--- config.mk ---
export PLATFORM = sky130hd
export DESIGN_NAME = cim_tile_scheduler
export DESIGN_NICKNAME = d
export VERILOG_FILES = /design/src/rtl/cim_tile_scheduler.sv
export SDC_FILE = /design/constraint.sdc
export NUM_CORES = 1
export LEC_CHECK = 0
export CAP_MARGIN = 0
export CELL_PAD_IN_SITES_DETAIL_PLACEMENT = 2
export CELL_PAD_IN_SITES_GLOBAL_PLACEMENT = 2
export CORE_UTILIZATION = 28
export CTS_CLUSTER_DIAMETER = 80
export DETAILED_ROUTE_END_ITERATION = 12
export PLACE_DENSITY = 0.82
export SLEW_MARGIN = 20
export SYNTH_ARGS = -nofsm -noshare
export SYNTH_HDL_FRONTEND = slang
export SYNTH_SLANG_ARGS = --single-unit
--- constraint.sdc ---
create_clock -name clk -period 3.05 [get_ports clk]
set_input_delay 0.61 -clock clk [delete_from_list [all_inputs] [get_ports clk]]
set_output_delay 0.61 -clock clk [all_outputs]
set_load 0.02 [all_outputs]
--- src/rtl/cim_tile_scheduler.sv ---
// Job-level sequencer for the CiM core: meters tile issue under a credit limit,
// steers result beats to the sink, and reports completion or abort.
module cim_tile_scheduler #(
    parameter int KT_W    = 8,
    parameter int MAX_OUT = 2
) (
    input  logic            clk,
    input  logic            rst_n_i,
    input  logic            cmd_valid_i,
    output logic            cmd_ready_o,
    input  logic [KT_W-1:0] cmd_ntiles_i,
    input  logic            abort_i,
    input  logic            src_valid_i,
    output logic            src_ready_o,
    output logic [KT_W-1:0] src_tile_o,
    output logic            core_valid_in_o,
    input  logic            core_ready_in_i,
    input  logic            core_valid_out_i,
    output logic            core_ready_out_o,
    output logic            sink_valid_o,
    input  logic            sink_ready_i,
    output logic [KT_W-1:0] sink_tile_o,
    output logic            busy_o,
    output logic            done_o,
    output logic            aborted_o
);

    typedef enum logic [2:0] {IDLE, RUN, DRAIN, FLUSH, DONE} state_t;

    state_t          state, state_nxt;
    logic [KT_W-1:0] issued, results, ntiles;
    logic [KT_W-1:0] issued_nxt, results_nxt;
    logic [2:0]      outst, outst_nxt;
    logic            abrt;
    logic            iss_ok, iss_fire, res_fire, has_outst, cmd_fire;

    assign has_outst        = (outst != 3'd0);
    assign iss_ok           = (state == RUN) && (outst < 3'(MAX_OUT)) && (issued < ntiles);
    assign core_valid_in_o  = src_valid_i & iss_ok;
    assign src_ready_o      = core_ready_in_i & iss_ok;
    assign iss_fire         = src_valid_i & src_ready_o;

    // Results are only accepted against an outstanding tile; stray beats stall.
    assign sink_valid_o     = core_valid_out_i & has_outst;
    assign core_ready_out_o = sink_ready_i & has_outst;
    assign res_fire         = core_valid_out_i & core_ready_out_o;

    assign cmd_fire    = cmd_valid_i & (state == IDLE);
    assign issued_nxt  = iss_fire ? issued + KT_W'(1) : issued;
    assign results_nxt = res_fire ? results + KT_W'(1) : results;

    always_comb begin
        outst_nxt = outst;
        case ({iss_fire, res_fire})
            2'b10:   outst_nxt = outst + 3'd1;
            2'b01:   outst_nxt = outst - 3'd1;
            default: outst_nxt = outst;
        endcase
    end

    assign busy_o      = (state != IDLE);
    assign src_tile_o  = issued;
    assign sink_tile_o = results;

    always_ff @(posedge clk or negedge rst_n_i) begin
        if (!rst_n_i) begin
            state   <= IDLE;
            issued  <= '0;
            results <= '0;
            ntiles  <= '0;
            outst   <= '0;
            abrt    <= 1'b0;
        end else begin
            state <= state_nxt;
            if (cmd_fire) begin
                ntiles  <= cmd_ntiles_i;
                issued  <= '0;
                results <= '0;
                outst   <= '0;
                abrt    <= 1'b0;
            end else begin
                issued  <= issued_nxt;
                results <= results_nxt;
                outst   <= outst_nxt;
                if (state == RUN && abort_i)
                    abrt <= 1'b1;
            end
        end
    end

    // Exit conditions look at next-cycle counter values so done follows the last fire directly.
    always_comb begin
        state_nxt   = state;
        cmd_ready_o = 1'b0;
        done_o      = 1'b0;
        aborted_o   = 1'b0;
        case (state)
            IDLE: begin
                cmd_ready_o = 1'b1;
                if (cmd_valid_i)
                    state_nxt = (cmd_ntiles_i == '0) ? DONE : RUN;
            end
            RUN: begin
                if (abort_i)
                    state_nxt = FLUSH;
                else if (issued_nxt == ntiles)
                    state_nxt = DRAIN;
            end
            DRAIN: begin
                if (results_nxt == ntiles)
                    state_nxt = DONE;
            end
            FLUSH: begin
                if (outst_nxt == 3'd0)
                    state_nxt = DONE;
            end
            DONE: begin
                done_o    = 1'b1;
                aborted_o = abrt;
                state_nxt = IDLE;
            end
            default: state_nxt = IDLE;
        endcase
    end

endmodule

==> run_results.csv <==
group,metric,value,unit
timing,timing.final.crit_share,1.10,
worst_setup_path,end_kind,"register",
timing,setup_ws,-0.316,ns
cts,clk_pin_slew,0.08,ns
cts,clock_path_buffers,2,
grt,track_usage,0.238,
yosys,yosysWarnings,0,
pwr,p_leak,1.37,nW
yosys,ys_async_sr_fraction,1.00,
yosys,ys_seq_area_frac,0.368,
grt,antenna_found_initial,0,
grt,grt_pass1_wl,13.5,mm
timing,rsz0062_at_grt,"true",
timing,min_period,3.37,ns
timing,finalHoldViolCount,0,
yosys,ys_seq_elements,31,
job,cap_violations,0,
timing,fmax,297,MHz
cts,numCtsBuffers,5,
worst_setup_path,cp-start-kind,"register",
detailed_routing,ant_nets,0,
pwr,powerDensity,902,nW/um^2
detailed_routing,via_per_inst,5.09,
worst_setup_path,crit_chain,"inv_2, ha_4, or3_4, a211oi_4, o2111ai_2, ha_2, fa_2, nor2_2, a22o_1, a311oi_2, a22o_2, mux2i_1, a21oi_1",
yosys,syn_inst,232,
grt,grt_overflow_total,0,
final_layout,antennaDiodeCount,0,
grt,grt_pass1_vias,2453,
worst_setup_path,path_class,"register to register",
yosys,synth_most_common_cell,"dfrtp_1",
cts,cts_sinks,31,
detailed_routing,drtIter0Drc,64,
place,dp.cells,404,
timing,worst_hold_slack,0.543,ns
detailed_routing,first_pass_iters,4,
yosys,synth_area_per_cell,9.08,sq um
place,gp_congestion,0.839,
detailed_routing,met3_length,283,microns
outcome,failed_checks,"negative setup slack",
final_layout,syn2layout_area_growth,53.0,%
floorplanning,core,7250,sq um
floorplanning,num_io_pins,40,
detailed_routing,wl_per_cell,20.5,microns
yosys,ys.flop_type,"dfrtp_1",
detailed_routing,drc,0,
final_layout,nNetsFinal,354,
detailed_routing,m1WireLength,3.54,mm
worst_hold_path,min_path_type,"register to register",
detailed_routing,dr_total_vias,2175,
place,port-buffer-count,39,
detailed_routing,routed-wl-met2,4.75,mm
yosys,yosysTopAreaCellShare,0.368,
timing,setup_violations,3,
floorplanning,die_area,7870,sq um
worst_setup_path,arrival,3.55,ns
cts,clock_latency,0.30,ns
yosys,synth_cell_types,45,
worst_setup_path,required,3.23,ns
yosys,yosys-top-cells-area,"dfrtp_1 37%, xnor2_1 11%, ha_1 5.9%, nor2_1 5.0%, xor2_1 4.2%",
detailed_routing,drt-total-wl,8.74,mm
final_layout,layout-drive-gt1-share,0.296,
yosys,yosysTopAreaCell,"dfrtp_1",
timing,tns,-0.750,ns
detailed_routing,highest_layer,"met4",
timing,drv_slew,0,
floorplanning,dieWidth,88.7,microns
yosys,syn-num-nets,259,
worst_setup_path,critical_path.max_stage_delay,0.56,ns
pwr,vdd_ir_drop_max,215,uV
grt,grt_max_degree,32,
cts,root_buffer,"clkbuf_8",
place,dp_hpwl,5.99,mm
cts,cts_tree,"yes",
yosys,synthesis.area,2110,sq um
timing,slew_headroom,0.634,
final_layout,layout.cells.non_filler,427,
cts,hold_buffers,0,
yosys,synth_edf_count,0,
worst_setup_path,cp_slowest_cell,"fa_2",
timing,worstMarginPinSlew,0.549,ns
floorplanning,start_util,0.290,
cts,h-tree-depth,2,
floorplanning,die_h,88.7,microns
outcome,outcome,"finished, violations left",
yosys,synth_common_cells,"31 x dfrtp_1, 28 x nor2_1, 26 x xnor2_1, 20 x nand2_1, 11 x inv_1",
worst_setup_path,cp_max_fo,4,
timing,skew,0.00751,ns
floorplanning,rows,31,
## critical path: cells and delay by family (launching register included)
| kind | cells | cell delay (ns) |
|---|---|---|
| flops | 1 | 0.39 |
| mux | 1 | 0.24 |
| buf+inv | 1 | 0.07 |
| fa+ha+maj | 3 | 0.95 |
| simple gates | 2 | 0.38 |
| compound gates | 6 | 1.22 |
## path summary, 6_finish.rpt
check                           from        endpoint  slack [ns]  cells past startpoint
min in group asynchronous    rst_n_i  sink_tile_o[7]        0.72                      2
setup / recovery           ntiles[7]        state[1]       -0.32                     13
hold / removal                  abrt            abrt        0.54                      2
hold reg to reg                 abrt            abrt        0.54                      2
setup reg to reg           ntiles[7]        state[1]       -0.32                     13
max in group asynchronous    rst_n_i   src_tile_o[6]        1.99                      2
## kinds of logic after synthesis
group	synth area share
AO/OA/AOI/OAI	0.128
XOR/XNOR	0.150
adder cells (fa/ha/maj)	0.0689
buffers and inverters	0.0362
flip-flops	0.368
multiplexers	0.0244
AND/OR/NAND/NOR	0.224
## metal layers
layer	up-vias	global-route usage
li1	990	-
met1	1117	0.261
met2	49	0.450
met3	19	0.0597
met4	0	0.0704
met5	-	0
## stage by stage
step / utilization / setup WS (ns) / instance area, sq um / total power, mW
detailed placement: 0.409 / -0.295 / 2970 / 2.22
CTS: 0.434 / -0.143 / 3150 / 2.73
floorplan: - / -0.114 / 2180 / 1.53
finish: 0.444 / -0.316 / 3220 / 2.91
global route: 0.444 / -0.391 / 3220 / 3.07
global placement: 0.409 / -0.188 / 2970 / 2.10
## flip-flops by register name, summed over array words and instances (netlist names)
register / count
outst: 3
state: 3
sink_tile_o: 8
abrt: 1
src_tile_o: 8
ntiles: 8
## cells in the final DEF, fill, tap and decap left out, types with 3 or more instances in the layout
cell / count
ha_1: 5
nand3_1: 5
dfrtp_1: 26
a211oi_1: 3
or3_1: 4
nor3_1: 4
or4_1: 3
and2_1: 4
nor2_1: 27
nor2b_1: 3
inv_1: 7
clkdlybuf4s50_1: 37
ha_4: 4
xor2_1: 10
nor3b_1: 3
a31oi_1: 4
xnor2_1: 25
nand2_1: 20
buf_4: 55
nand2b_1: 3
dfrtp_2: 5
clkbuf_8: 7
and3_1: 3
a21oi_1: 8
mux2i_1: 4
inv_2: 4
o21ai_0: 9
## power breakdown
group | switching (mW) | internal [mW] | total (mW)
logic | 0.989 | 0.905 | 1.89
clock network | 0.175 | 0.206 | 0.381
registers | 0.0977 | 0.533 | 0.630
## cell type report
cell class | count | area (sq um)
Fill cell | 774 | 4030
Multi-Input combinational cell | 183 | 1380
Timing Repair Buffer | 94 | 793
Sequential cell | 31 | 782
Tap cell | 99 | 124
Clock buffer | 8 | 100
Inverter | 12 | 47.5
## timing repair
item / 4_1_cts / 5_1_grt
setup buffers: 8 / 7
setup endpoints to repair: 5 / 4
resized for setup: 9 / 10
pin swaps: 10 / 7
Power figures use the tool's default switching activity.
